[src/rtl/dfr_pipe.sv]
// dfr_pipe: WIDTH-bit, DEPTH-stage valid/ready register pipeline with bubble
// collapse, FLUSH and OCC. Build macro: DFR_PIPE_DATA_RESET_EN (data reset).
// Ports: CLK, RESET (sync, high), FLUSH; D/D_VALID/D_READY input side;
// Q/Q_VALID/Q_READY output side; OCC = number of valid stages.
module dfr_pipe #(
  parameter int unsigned      WIDTH     = 8,
  parameter int unsigned      DEPTH     = 3,
  parameter logic [WIDTH-1:0] RESET_VAL = '0
) (
  input  logic                       CLK,
  input  logic                       RESET,
  input  logic                       FLUSH,
  input  logic [WIDTH-1:0]           D,
  input  logic                       D_VALID,
  output logic                       D_READY,
  output logic [WIDTH-1:0]           Q,
  output logic                       Q_VALID,
  input  logic                       Q_READY,
  output logic [$clog2(DEPTH+1)-1:0] OCC
);

  localparam int unsigned OW = $clog2(DEPTH + 1);

  logic [DEPTH-1:0] v;
  logic [WIDTH-1:0] d [DEPTH];
  logic [DEPTH-1:0] adv;
  logic [OW-1:0]    occ;
  logic             tail_full;
  logic             acc;
  logic             outp;

  // A stage may advance when the consumer takes Q or
  // some stage at or beyond it is empty.
  always_comb begin
    tail_full = 1'b1;
    adv       = '0;
    for (int i = int'(DEPTH) - 1; i >= 0; i--) begin
      tail_full = tail_full & v[i];
      adv[i]    = Q_READY | ~tail_full;
    end
  end

  assign D_READY = adv[0];
  assign Q       = d[DEPTH-1];
  assign Q_VALID = v[DEPTH-1];
  assign OCC     = occ;
  assign acc     = D_VALID & D_READY;
  assign outp    = Q_VALID & Q_READY;

  always_ff @(posedge CLK) begin
    if (RESET || FLUSH) begin
      v   <= '0;
      occ <= '0;
    end else begin
      if (adv[0]) v[0] <= D_VALID;
      for (int i = 1; i < int'(DEPTH); i++) begin
        if (adv[i]) v[i] <= v[i-1];
      end
      unique case ({acc, outp})
        2'b10:   occ <= occ + OW'(1);
        2'b01:   occ <= occ - OW'(1);
        default: occ <= occ;
      endcase
    end
  end

  // Data only moves with a valid item to cut toggling.
  always_ff @(posedge CLK) begin
`ifdef DFR_PIPE_DATA_RESET_EN
    if (RESET || FLUSH) begin
      for (int i = 0; i < int'(DEPTH); i++) d[i] <= RESET_VAL;
    end else
`endif
    begin
      if (adv[0] && D_VALID) d[0] <= D;
      for (int i = 1; i < int'(DEPTH); i++) begin
        if (adv[i] && v[i-1]) d[i] <= d[i-1];
      end
    end
  end

endmodule

[config.mk]
export PLATFORM = sky130hd
export DESIGN_NAME = dfr_pipe
export DESIGN_NICKNAME = d
export VERILOG_FILES = /design/src/rtl/dfr_pipe.sv
export SDC_FILE = /design/constraint.sdc
export NUM_CORES = 1
export LEC_CHECK = 0
export ABC_CLOCK_PERIOD_IN_PS = 5200
export CELL_PAD_IN_SITES_DETAIL_PLACEMENT = 0
export CELL_PAD_IN_SITES_GLOBAL_PLACEMENT = 1
export CORE_ASPECT_RATIO = 2
export CORE_MARGIN = 8
export CORE_UTILIZATION = 35
export DETAILED_ROUTE_END_ITERATION = 7
export PLACE_DENSITY_LB_ADDON = 0.12
export RECOVER_POWER = 50
export SLEW_MARGIN = 20
export SYNTH_ARGS = -nofsm -noshare
export SYNTH_HDL_FRONTEND = slang
export SYNTH_SLANG_ARGS = --single-unit
[constraint.sdc]
create_clock -name CLK -period 5.2 [get_ports CLK]
set_input_delay 0.52 -clock CLK [delete_from_list [all_inputs] [get_ports CLK]]
set_output_delay 0.52 -clock CLK [all_outputs]
set_load 0.005 [all_outputs]
==> insert_results.sql <==
INSERT INTO impl_metrics (metric_group, metric, value, unit) VALUES
('setup_path', 'critPathKind', 'in2reg', ''),
('cts', 'post_cts.repair.setup_buffers', '0', ''),
('cts', 'cts_tree', 'built', ''),
('power_and_ir_drop', 'report.power.total', '0.440', 'mW'),
('global_routing', 'grt_overflow_total', '0', ''),
('timing', 'worst_slew_pin_slew', '704', 'ps'),
('setup_path', 'crit_slowest_cell', 'sky130_fd_sc_hd__dlygate4sd3_1', ''),
('power_and_ir_drop', 'p_leak', '0.457', 'nW'),
('die', 'initial_core_util', '36.9', '%'),
('synthesis', 'combinational_family_with_the_most_area_after_synthesis', 'buffers and inverters', ''),
('synthesis', 'synthTopCellsByArea', 'sky130_fd_sc_hd__edfxtp_1 (71%), sky130_fd_sc_hd__dfxtp_1 (9.9%), sky130_fd_sc_hd__buf_4 (5.9%)', ''),
('timing', 'final_max_slew_viol_count', '0', ''),
('worst_hold_path', 'timing.hold.worst.start', 'd[0][5]', ''),
('setup_path', 'crit_fanout', '9', ''),
('setup_path', 'setup.worst_path.start_class', 'input port', ''),
('setup_path', 'timing.critical_path.buf_inv', '3', ''),
('synthesis', 'ys.flop_type', 'sky130_fd_sc_hd__edfxtp_1', ''),
('setup_path', 'crit_arrival', '2810', 'ps'),
('route', 'viasPerCell', '4.65', ''),
('route', 'drt-met1-wl', '485', 'um'),
('synthesis', 'yosys_warnings', '0', ''),
('synthesis', 'cell_with_the_most_instances_after_synthesis', 'sky130_fd_sc_hd__edfxtp_1', ''),
('route', 'detailedRoute.firstIterationViolations', '16', ''),
('die', 'fp.dieH', '92.0', 'um'),
('global_routing', 'number_of_global_route_vias_before_repair', '613', ''),
('cts', 'clock_insertion_delay_worst_skew', '270', 'ps'),
('cts', 'clkTransAtPathRegs', '50', 'ps'),
('finish', 'layout-area-overhead-vs-synth', '29.4', '%'),
('synthesis', 'count_of_distinct_cell_types_in_the_synthesized_netlist', '20', ''),
('global_routing', 'grt_start_max_net_pins', '10', ''),
('synthesis', 'postSynthRegisterBits', '29', ''),
('synthesis', 'yosys.area_share.xor_xnor', '1.73', '%'),
('timing', 'setup-tns-final', '0', 'ps'),
('timing', 'fmax', '385', 'MHz'),
('die', 'dieArea', '4960', 'um2'),
('route', 'wl_per_cell', '14.4', 'um'),
('finish', 'finalInstanceArea', '1310', 'um2'),
('synthesis', 'mux_cell_area_share_after_synthesis', '0', '%'),
('cts', 'cts.hold.buffers_added', '0', ''),
('timing', 'maxSlewHeadroom', '53.0', '%'),
('route', 'drc', '0', ''),
('setup_path', 'critical-path-top-delay-family', 'buffers and inverters', ''),
('placement', 'numPortBuffers', '24', ''),
('synthesis', 'synth_adder_area_share', '1.24', '%'),
('global_routing', 'grt_first_pass_wirelength', '2780', 'um'),
('global_routing', 'grt_use_total', '7.93', '%'),
('setup_path', 'rr_startpoint', 'v[2]', ''),
('synthesis', 'syn_inst', '57', ''),
('synthesis', 'post_synthesis_net_count', '71', ''),
('route', 'met3_length', '163', 'um'),
('route', 'first_pass_iters', '4', ''),
('setup_path', 'crit_required', '5410', 'ps'),
('cts', 'cts_buffer_depth', '2', ''),
('route', 'routed-wl-met2', '891', 'um'),
('finish', 'post-route-util', '47.7', '%'),
('route', 'highest-signal-layer', 'met4', ''),
('synthesis', 'synth_area_per_cell', '17.7', 'um2'),
('die', 'coreArea', '2740', 'um2'),
('status', 'status', 'complete, no violations', ''),
('cts', 'cts_max_level', '2', ''),
('setup_path', 'highest_cell_delay_on_the_worst_timing_path', '530', 'ps'),
('die', 'die_w', '54.0', 'um'),
('finish', 'final.fill_count', '253', ''),
('cts', 'resize_count_post_cts', '0', ''),
('route', 'ant_nets', '0', ''),
('power_and_ir_drop', 'worst_voltage_drop_across_the_vdd_grid', '0.000204', 'V'),
('timing', 'rsz0062_at_grt', 'no', ''),
('flow_run', 'maxCapViolations', '0', ''),
('finish', 'fin_nets', '95', ''),
('synthesis', 'synth.yosys.seq_area_share', '81.3', '%'),
('timing', 'final-hold-violation-count', '0', '');
[layout make-up]
class                   instances  area [um2]  share of cell area [%]
well taps                      29        36.3                    2.78
repair buffers                 25         244                    18.7
flip-flops and latches         29         821                    62.8
inverters                       2        7.51                   0.575
clock inverters                 1        3.75                   0.287
clock buffers                   6        72.6                    5.56
multi-input cells              18         121                    9.29
[cell usage in the layout, fill, tap and decap left out, drive strengths merged]
cell | synthesis | final
clkinv | 0 | 1
and2 | 1 | 1
o21a | 1 | 1
nand3 | 1 | 1
dlygate4sd3 | 0 | 13
clkdlybuf4s50 | 0 | 11
and2b | 1 | 1
a21oi | 1 | 1
or3 | 1 | 1
a31oi | 1 | 1
edfxtp | 24 | 24
nor2 | 1 | 1
clkbuf | 0 | 7
inv | 2 | 2
dfxtp | 5 | 5
o21ai | 1 | 1
nor3 | 2 | 2
a21boi | 3 | 3
ha | 1 | 1
nor2b | 1 | 1
xor2 | 1 | 1
xnor2 | 1 | 1
[through the flow]
step	cells	setup WS (ps)
global route	110	2500
finish	110	2600
global placement	103	2690
CTS	110	2820
detailed placement	103	2650
floorplan	57	2950
[kinds of logic after synthesis]
family / count (synthesis)
flip-flops: 29
buffers and inverters: 10
AND/OR/NAND/NOR: 8
AO/OA/AOI/OAI: 7
XOR/XNOR: 2
adder cells (fa/ha/maj): 1
[final timing paths]
check	end	slack (ps)	depth (start not counted)
worst max-delay path	OCC[1]	2600	8
worst min-delay path	d[0][13]	420	0
worst max register to register	OCC[1]	3100	7
worst min register to register	d[0][13]	420	0
[registers in the layout (all words and copies together) (netlist names)]
register / cells
v: 3
OCC: 2
d: 24
[metal layers]
| layer | vias to the layer above | GRT usage (%) |
|---|---|---|
| met5 | - | 0 |
| met4 | 0 | 6.20 |
| met3 | 5 | 4.37 |
| met2 | 24 | 12.9 |
| met1 | 238 | 6.51 |
| li1 | 245 | - |
[power by group]
| group | switching (mW) | internal (mW) | total [mW] |
|---|---|---|---|
| clock | 0.0725 | 0.0897 | 0.162 |
| combinational | 0.00640 | 0.00960 | 0.0160 |
| sequential | 0.00242 | 0.259 | 0.262 |
| total | 0.0813 | 0.358 | 0.440 |
Note: power is estimated with default switching activity, not from simulation.
